### config.mk
export PLATFORM = sky130hd
export DESIGN_NAME = cpu_mem_bridge
export DESIGN_NICKNAME = d
export VERILOG_FILES = /design/src/rtl/cpu_mem_bridge.sv
export SDC_FILE = /design/constraint.sdc
export NUM_CORES = 1
export LEC_CHECK = 0
export BUFFER_PORTS_ARGS = -buffer_cell sky130_fd_sc_hd__buf_2
export CAP_MARGIN = 40
export CORE_MARGIN = 2
export CORE_UTILIZATION = 50
export CTS_BUF_LIST = sky130_fd_sc_hd__clkbuf_4 sky130_fd_sc_hd__clkbuf_8
export CTS_CLUSTER_DIAMETER = 60
export DETAILED_ROUTE_END_ITERATION = 16
export PLACE_DENSITY_LB_ADDON = 0.3
export SYNTH_ARGS = -nofsm -noshare
export SYNTH_HDL_FRONTEND = slang
export SYNTH_SLANG_ARGS = --single-unit
### constraint.sdc
create_clock -name clk -period 11.78 [get_ports clk]
set_clock_uncertainty 0.1 [all_clocks]
set_input_delay 1.767 -clock clk [delete_from_list [all_inputs] [get_ports clk]]
set_output_delay 1.767 -clock clk [all_outputs]
set_load 0.02 [all_outputs]
### src/rtl/cpu_mem_bridge.sv
// Bridges the core's instruction and data handshake channels onto one single-port
// synchronous SRAM with fixed read latency, serialising every access.
module cpu_mem_bridge #(
  parameter int ADDR_W = 16,
  parameter int RD_LAT = 1
) (
  input  logic              clk,
  input  logic              rst,
  input  logic [31:0]       PC,
  input  logic              Inst_Req_Valid,
  output logic              Inst_Req_Ready,
  output logic [31:0]       Instruction,
  output logic              Inst_Valid,
  input  logic              Inst_Ready,
  input  logic [31:0]       Address,
  input  logic              MemRead,
  input  logic              MemWrite,
  input  logic [31:0]       Write_data,
  input  logic [3:0]        Write_strb,
  output logic              Mem_Req_Ready,
  output logic [31:0]       Read_data,
  output logic              Read_data_Valid,
  input  logic              Read_data_Ready,
  output logic              mem_en,
  output logic [3:0]        mem_wen,
  output logic [ADDR_W-1:0] mem_addr,
  output logic [31:0]       mem_wdata,
  input  logic [31:0]       mem_rdata,
  output logic [31:0]       inst_cnt,
  output logic [31:0]       load_cnt,
  output logic [31:0]       store_cnt
);

  typedef enum logic [2:0] {IDLE, WR, ISSUE, WAIT, IRSP, DRSP} state_t;

  localparam logic [2:0] WAIT_INIT = 3'(RD_LAT - 1);

  state_t            r_state;
  state_t            w_state_next;
  logic [ADDR_W-1:0] r_addr;
  logic [31:0]       r_wdata;
  logic [3:0]        r_strb;
  logic              r_tag_data;
  logic [2:0]        r_wait;
  logic [31:0]       r_inst;
  logic [31:0]       r_rdata;
  logic [31:0]       r_inst_cnt;
  logic [31:0]       r_load_cnt;
  logic [31:0]       r_store_cnt;

  logic w_idle;
  logic w_acc_wr;
  logic w_acc_rd;
  logic w_acc_inst;
  logic w_unused;

  // Readies are gated by rst so that every output reads 0 while reset is held.
  assign w_idle     = (r_state == IDLE) && !rst;
  assign w_acc_wr   = w_idle && MemWrite;
  assign w_acc_rd   = w_idle && !MemWrite && MemRead;
  assign w_acc_inst = w_idle && !MemWrite && !MemRead && Inst_Req_Valid;

  assign Mem_Req_Ready   = w_idle;
  assign Inst_Req_Ready  = w_idle && !(MemRead || MemWrite);
  assign Inst_Valid      = (r_state == IRSP);
  assign Read_data_Valid = (r_state == DRSP);
  assign Instruction     = r_inst;
  assign Read_data       = r_rdata;
  assign mem_en          = (r_state == WR) || (r_state == ISSUE);
  assign mem_wen         = (r_state == WR) ? r_strb : 4'b0000;
  assign mem_addr        = r_addr;
  assign mem_wdata       = r_wdata;
  assign inst_cnt        = r_inst_cnt;
  assign load_cnt        = r_load_cnt;
  assign store_cnt       = r_store_cnt;

  assign w_unused = ^{PC[31:ADDR_W+2], PC[1:0], Address[31:ADDR_W+2], Address[1:0]};

  always_ff @(posedge clk or posedge rst) begin
    if (rst) begin
      r_state <= IDLE;
    end else begin
      r_state <= w_state_next;
    end
  end

  always_comb begin
    w_state_next = r_state;
    case (r_state)
      IDLE: begin
        if (w_acc_wr) begin
          w_state_next = WR;
        end else if (w_acc_rd || w_acc_inst) begin
          w_state_next = ISSUE;
        end
      end
      WR:    w_state_next = IDLE;
      ISSUE: w_state_next = WAIT;
      WAIT: begin
        if (r_wait == 3'd0) begin
          w_state_next = r_tag_data ? DRSP : IRSP;
        end
      end
      IRSP: begin
        if (Inst_Ready) begin
          w_state_next = IDLE;
        end
      end
      DRSP: begin
        if (Read_data_Ready) begin
          w_state_next = IDLE;
        end
      end
      default: w_state_next = IDLE;
    endcase
  end

  always_ff @(posedge clk or posedge rst) begin
    if (rst) begin
      r_addr      <= '0;
      r_wdata     <= '0;
      r_strb      <= '0;
      r_tag_data  <= 1'b0;
      r_wait      <= '0;
      r_inst      <= '0;
      r_rdata     <= '0;
      r_inst_cnt  <= '0;
      r_load_cnt  <= '0;
      r_store_cnt <= '0;
    end else begin
      if (w_acc_wr) begin
        r_addr      <= Address[ADDR_W+1:2];
        r_wdata     <= Write_data;
        r_strb      <= Write_strb;
        r_store_cnt <= r_store_cnt + 32'd1;
      end else if (w_acc_rd) begin
        r_addr     <= Address[ADDR_W+1:2];
        r_tag_data <= 1'b1;
        r_load_cnt <= r_load_cnt + 32'd1;
      end else if (w_acc_inst) begin
        r_addr     <= PC[ADDR_W+1:2];
        r_tag_data <= 1'b0;
        r_inst_cnt <= r_inst_cnt + 32'd1;
      end

      // The countdown expires in the cycle the SRAM presents the read word.
      if (r_state == ISSUE) begin
        r_wait <= WAIT_INIT;
      end else if (r_state == WAIT) begin
        if (r_wait == 3'd0) begin
          if (r_tag_data) begin
            r_rdata <= mem_rdata;
          end else begin
            r_inst <= mem_rdata;
          end
        end else begin
          r_wait <= r_wait - 3'd1;
        end
      end
    end
  end

endmodule

==> results of run 1 <==
state kept, by name, summed over array words and instances (netlist names):
| signal | flops |
|---|---|
| mem_addr | 16 |
| r_strb | 4 |
| r_tag_data | 1 |
| r_wait | 3 |
| mem_wdata | 32 |
| store_cnt | 32 |
| Instruction | 32 |
| load_cnt | 32 |
| inst_cnt | 32 |
| r_state | 3 |
| Read_data | 32 |
synth_stat cells:
cell type | instances | area (sq um)
dfrtp_1 | 219 | 5480
mux2_2 | 103 | 1160
nand2_1 | 75 | 282
xnor2_1 | 67 | 587
nor2_1 | 49 | 184
nand3_1 | 32 | 160
nand4_1 | 27 | 169
xor2_1 | 27 | 236
a31oi_1 | 16 | 100
clkbuf_1 | 16 | 60.1
and3_1 | 14 | 87.6
inv_1 | 11 | 41.3
and4_1 | 10 | 87.6
and2_1 | 8 | 50.1
nor3_1 | 7 | 35.0
nor2b_1 | 6 | 37.5
buf_2 | 5 | 25.0
ha_1 | 5 | 62.6
o21ai_0 | 5 | 25.0
nor4_1 | 4 | 25.0
a22o_1 | 3 | 26.3
nand2b_1 | 3 | 18.8
nand3b_1 | 2 | 15.0
nand4_2 | 2 | 25.0
nor3b_1 | 2 | 15.0
or3_1 | 2 | 12.5
and3b_1 | 1 | 8.76
buf_4 | 1 | 7.51
buf_6 | 1 | 11.3
inv_2 | 1 | 3.75
mux2i_1 | 1 | 10.0
nand2b_4 | 1 | 13.8
nor2_4 | 1 | 11.3
nor3_4 | 1 | 16.3
nor4_4 | 1 | 21.3
o211ai_1 | 1 | 7.51
o21ai_1 | 1 | 5.00
o32a_1 | 1 | 10.0
or2_2 | 1 | 6.26
or4_4 | 1 | 11.3
layout make-up:
class	instances	area (sq um)
Multi-Input combinational cell	480	3530
Sequential cell	219	5480
Clock buffer	61	752
Fill cell	1391	6100
Timing Repair Buffer	330	1730
Tap cell	229	287
Inverter	12	52.6
Clock inverter	6	32.5
metrics by stage:
stage / power (mW) / std cells / hold WS [ps]
final: 2.77 / 1337 / 363
after global routing: 2.93 / 1337 / 373
after CTS: 2.81 / 1337 / 364
after detailed placement: 2.10 / 1270 / 357
after global placement: 2.06 / 1266 / 352
after floorplan: 1.74 / 734 / 372
worst reg2reg max path, cell delays in order, from the launching register on:
cell     delay [ps]
dfrtp_1         530
or4_4           700
inv_2           170
and2_1          690
and3_1          390
nand4_1         140
xnor2_1         140
worst max path at each step:
stage / from / to / slack [ps] / depth (start not counted)
finish: rst / Inst_Req_Ready / 7080 / 4
global route: rst / Inst_Req_Ready / 7000 / 4
CTS: rst / Inst_Req_Ready / 7070 / 4
detailed placement: rst / Inst_Req_Ready / 7070 / 4
global placement: rst / Mem_Req_Ready / 7080 / 4
floorplan: rst / Instruction[0]$_DFFE_PP0P_ / 3920 / 1
per-layer routing:
| metal | vias to the layer above | track usage | part of all wire |
|---|---|---|---|
| met4 | 0 | 0.0808 | 0.028 |
| met1 | 3258 | 0.289 | 0.42 |
| li1 | 3237 | - | - |
| met5 | - | 0 | 0 |
| met3 | 45 | 0.0788 | 0.086 |
| met2 | 232 | 0.352 | 0.47 |
cell families (layout without fill, tap and decap cells):
kind of cell,after synthesis,after routing,synth area share
AOI/OAI and AO/OA,27,27,0.0190
xor gates and xnor gates,94,94,0.0900
adders and majority gates,5,5,0.00684
buffers and inverters,35,409,0.0163
DFF,219,219,0.599
muxes,104,104,0.128
and+or+nand+nor,250,250,0.141
power breakdown:
group | internal, mW | switching [mW]
Clock | 0.403 | 0.292
Combinational | 0.394 | 0.565
Sequential | 0.981 | 0.138
==> impl_metrics.toml, run 1 <==
[route]
antenna_left = 0
drc_errors = 0
viasPerCell = 5.07
first_iter_violations = 294
drtPass1Iterations = 4
routedWlPerCell_microns = 16.1
drt-total-wl_microns = 21500
num_vias = 6772

[layout]
fin_area_sq_mm = 0.0119
final_nets = 1224
final_common_cell = "buf_2"
final_cell_mix = "buf_2 (323), dfrtp_1 (219), mux2_2 (103)"
synthToLayoutAreaGrowth_pct = 29.6
final_util = 0.660
drive_above_1_share = 0.463
antenna_cells = 0

[synthesis]
syn_area_sq_mm = 0.00915
synth_nets = 878
ys_types = 40
yosys_warnings = 0
ys_seq_area_frac = 0.599
syn_inst = 734
synth-seq-cells = 219
syn_area_per_cell_sq_um = 12.5

[setup_path]
cp_max_fo = 12
r2r_slack_ps = 8790
worst_r2r_startpoint = "r_state[0]$_DFFE_PP0P_"
critPathLaunchType = "input pin"
worstSetupPathType = "input pin to output port"
slowest_delay_ps = 550
crit_top_cell = "buf_2"
critical_path_required_ps = 9910
worstRegToRegCells = 6
crit_buf_inv = 2
r2r_end = "inst_cnt[11]$_DFFE_PP0P_"
slowest_stage = "or4_4"
path_cells = "buf_2 > or4_4 > nor3_1 > buf_2"
critical-path-top-delay-family = "simple AND/OR/NAND/NOR gates"
critPathCaptureType = "output port"
cp.arrival_ps = 2840

[clocking]
cts_inserted_buffers = 37
clkTransAtPathRegs_ps = 60
h-tree-depth = 2
hold_buffers = 0
cts_resized = 0
cts_tree = "yes"
tritoncts_num_sinks = 219
clk_latency_ps = 500
cts-root-buf = "clkbuf_8"
cts_buffer_depth = 3
post-cts-setup-buffer-count = 0

[floorplan]
fp.coreArea_sq_mm = 0.0180
num_rows = 49
die_h_microns = 139
initial_core_util = 0.509
die_w_microns = 139
pin_count = 356
die_area_sq_mm = 0.0194

[placement]
gp_congestion = 0.848
dp_slack_ps = 7070
placed_area_sq_mm = 0.0111
dpl.hpwl_microns = 15600
io_buffers = 323

[global_route]
grt_pass1_vias = 6944
grt_pass1_wl_microns = 35500
grt.total_usage = 0.224
antenna_found_initial = 0
grt_max_degree = 102
grt-ovfl-total = 0

[run]
maxCapViolations = 0

[min_path]
hold_path.class = "register to register"
min_from = "load_cnt[31]$_DFFE_PP0P_"
min_path_cells = 1
holdPathEnd = "load_cnt[31]$_DFFE_PP0P_"

[sta]
fin_tns_setup_ps = 0
maxSlewHeadroom = 0.447
fin_crit_sh = 0.399
setup_viol = 0
rsz0062_at_grt = "false"
min_period_ps = 4700
fmax_mhz = 213
drv_slew = 0
worst_slack_ps = 7080
tightest_slew_ps = 830
hold_viol_final = 0

[outcome]
status = "completed"

[pwr]
power.density_mw_per_mm2 = 234
leakage_nw = 6.04
ir_drop_mv = 0.203
Power figures use the tool's default switching activity.
==> run 2: changes to the inputs <==
--- a/config.mk
+++ b/config.mk
@@ -8,7 +8,7 @@
 export BUFFER_PORTS_ARGS = -buffer_cell sky130_fd_sc_hd__buf_2
 export CAP_MARGIN = 40
 export CORE_MARGIN = 2
-export CORE_UTILIZATION = 50
+export CORE_UTILIZATION = 46
 export CTS_BUF_LIST = sky130_fd_sc_hd__clkbuf_4 sky130_fd_sc_hd__clkbuf_8
 export CTS_CLUSTER_DIAMETER = 60
 export DETAILED_ROUTE_END_ITERATION = 16
==> constraint.sdc (replaced) <==
create_clock -name clk -period 4 [get_ports clk]
set_clock_uncertainty 0.1 [all_clocks]
set_input_delay 0.6 -clock clk [delete_from_list [all_inputs] [get_ports clk]]
set_output_delay 0.6 -clock clk [all_outputs]
set_load 0.02 [all_outputs]
==> run 2 against run 1 <==
Power increased to 3.0 times the previous value. Sequential cell count unchanged. Global-route usage decreased by 1.3 points. Count of clock-buffer cells in the layout decreased by 6. Cell count increased by 3.1%. Worst setup slack got worse by 6000 ps. Routed wire length increased by 3.2%. First-iteration DRC count decreased by 8.8%. Critical path depth increased by 1. Non-clock buffer count increased by 3. Combinational power increased to 2.9 times the previous value. Clock power increased to 3.2 times the previous value.
==> impl_metrics.toml, run 2 (synthesis gave the netlist of run 1 again) <==
[pwr]
clockPowerShare = 0.269
ir_drop_mv = 0.536
p_total_mw = 8.35
power.internal_mw = 5.39
leakage_nw = 6.06
switching_share = 0.355
power.density_mw_per_mm2 = 697
p_sw_mw = 2.96
power_frac_seq = 0.393
p_comb_frac = 0.338

[sta]
fin_crit_sh = 0.730
min_period_ps = 2920
worst_slack_ps = 1080
drv_slew = 0
rsz0062_at_grt = "false"
hold_viol_final = 0
fin_tns_setup_ps = 0
tightest_slew_ps = 693
maxSlewHeadroom = 0.535
fmax_mhz = 342
setup_viol = 0

[setup_path]
slowest_stage = "or4_4"
crit_top_cell = "buf_2"
cp.arrival_ps = 2220
critPathCaptureType = "output port"
cp_max_fo = 12
slowest_delay_ps = 550
critPathLaunchType = "input pin"
critical_path_required_ps = 3300
worstSetupPathType = "input pin to output port"
path_cells = "dlygate4sd3_1 > buf_2 > or4_4 > inv_2 > buf_2"

[global_route]
grt_pass1_wl_microns = 36200
grt_max_degree = 64
antenna_found_initial = 4
grt_pass1_vias = 7077
grt-ovfl-total = 0
grt.total_usage = 0.210

[floorplan]
initial_core_util = 0.470
pin_count = 356
die_w_microns = 145
die_area_sq_mm = 0.0210
die_h_microns = 145
fp.coreArea_sq_mm = 0.0195
num_rows = 51

[run]
maxCapViolations = 0

[placement]
dpl.hpwl_microns = 16000
io_buffers = 323
place_inst = 1308
gp_congestion = 0.794
dp_slack_ps = 1130

[min_path]
hold_path.class = "input pin to register"

[route]
num_vias = 6904
first_iter_violations = 268
routedWlPerCell_microns = 16.1
drt-total-wl_microns = 22200
viasPerCell = 5.01
drtPass1Iterations = 4
drc_errors = 0
antenna_left = 0

[clocking]
cts_inserted_buffers = 38
cts_buffer_depth = 3
cts_resized = 0
post-cts-setup-buffer-count = 0
h-tree-depth = 2
tritoncts_num_sinks = 219
clkTransAtPathRegs_ps = 60
hold_buffers = 1
cts_tree = "yes"
clk_latency_ps = 520
cts-root-buf = "clkbuf_8"

[layout]
nFillCells = 1611
drive_above_1_share = 0.463
final_common_cell = "buf_2"
synthToLayoutAreaGrowth_pct = 31.0
layout.cells.non_filler = 1378
final_nets = 1228
final_cell_mix = "buf_2 (323), dfrtp_1 (219), mux2_2 (103)"

[outcome]
status = "completed"
run 2: changes by cell type in the layout (fill, tap and decap cells not counted), moves of 2 or more:
cell,delta
buf_12,+3
buf_16,-2
buf_4,+2
bufinv_16,+4
clkbuf_8,-5
clkinv_2,-2
clkinvlp_4,+3
diode_2,+3
run 2: power by group through the flow:
stage,Combinational (mW),Clock [mW],Sequential (mW)
after global placement,2.81,0,3.28
after CTS,2.86,2.31,3.29
after floorplan,1.08,0,4.05
after global routing,3.02,2.41,3.38
after detailed placement,2.86,0,3.31
final,2.82,2.25,3.28
run 2: metal layers:
layer / wire (microns) / GRT usage
met5: 13 / 0
met4: 705 / 0.0842
met3: 1860 / 0.0748
met2: 10600 / 0.344
met1: 9040 / 0.255
run 2: per-stage QoR:
stage	hold WS, ps	util	area [sq um]
after global routing	188	0.616	12000
after global placement	353	0.571	11100
after CTS	173	0.615	12000
final	206	0.616	12000
after detailed placement	360	0.572	11100
after floorplan	372	-	9160
run 2: path summary, 6_finish.rpt:
| kind | from | endpoint | slack, ps | cells past startpoint |
|---|---|---|---|---|
| min in group asynchronous | rst | mem_wdata[9]$_DFFE_PP0P_ | 530 | 3 |
| max in group asynchronous | rst | Read_data[12]$_DFFE_PP0P_ | 2380 | 5 |
| hold reg to reg | store_cnt[31]$_DFFE_PP0P_ | store_cnt[31]$_DFFE_PP0P_ | 370 | 1 |
| hold / removal | Write_data[26] | mem_wdata[26]$_DFFE_PP0P_ | 210 | 2 |
| setup / recovery | rst | Mem_Req_Ready | 1080 | 5 |
| setup reg to reg | r_state[0]$_DFFE_PP0P_ | mem_wdata[14]$_DFFE_PP0P_ | 1190 | 5 |
run 2: area by class of cell:
cell class | count | area (sq um) | share of cell area
sequential | 219 | 5480 | 0.457
multi-input combinational | 480 | 3530 | 0.295
timing repair buffer | 333 | 1740 | 0.146
clock buffer | 55 | 676 | 0.0564
tap | 265 | 332 | 0.0277
clock inverter | 11 | 166 | 0.0139
inverter | 12 | 48.8 | 0.00407
antenna | 3 | 7.51 | 0.000626
run 2: critical path, delay by kind of cell:
kind	cells	cell delay, ps
buffers and inverters	4	1070
and+or+nand+nor	1	550
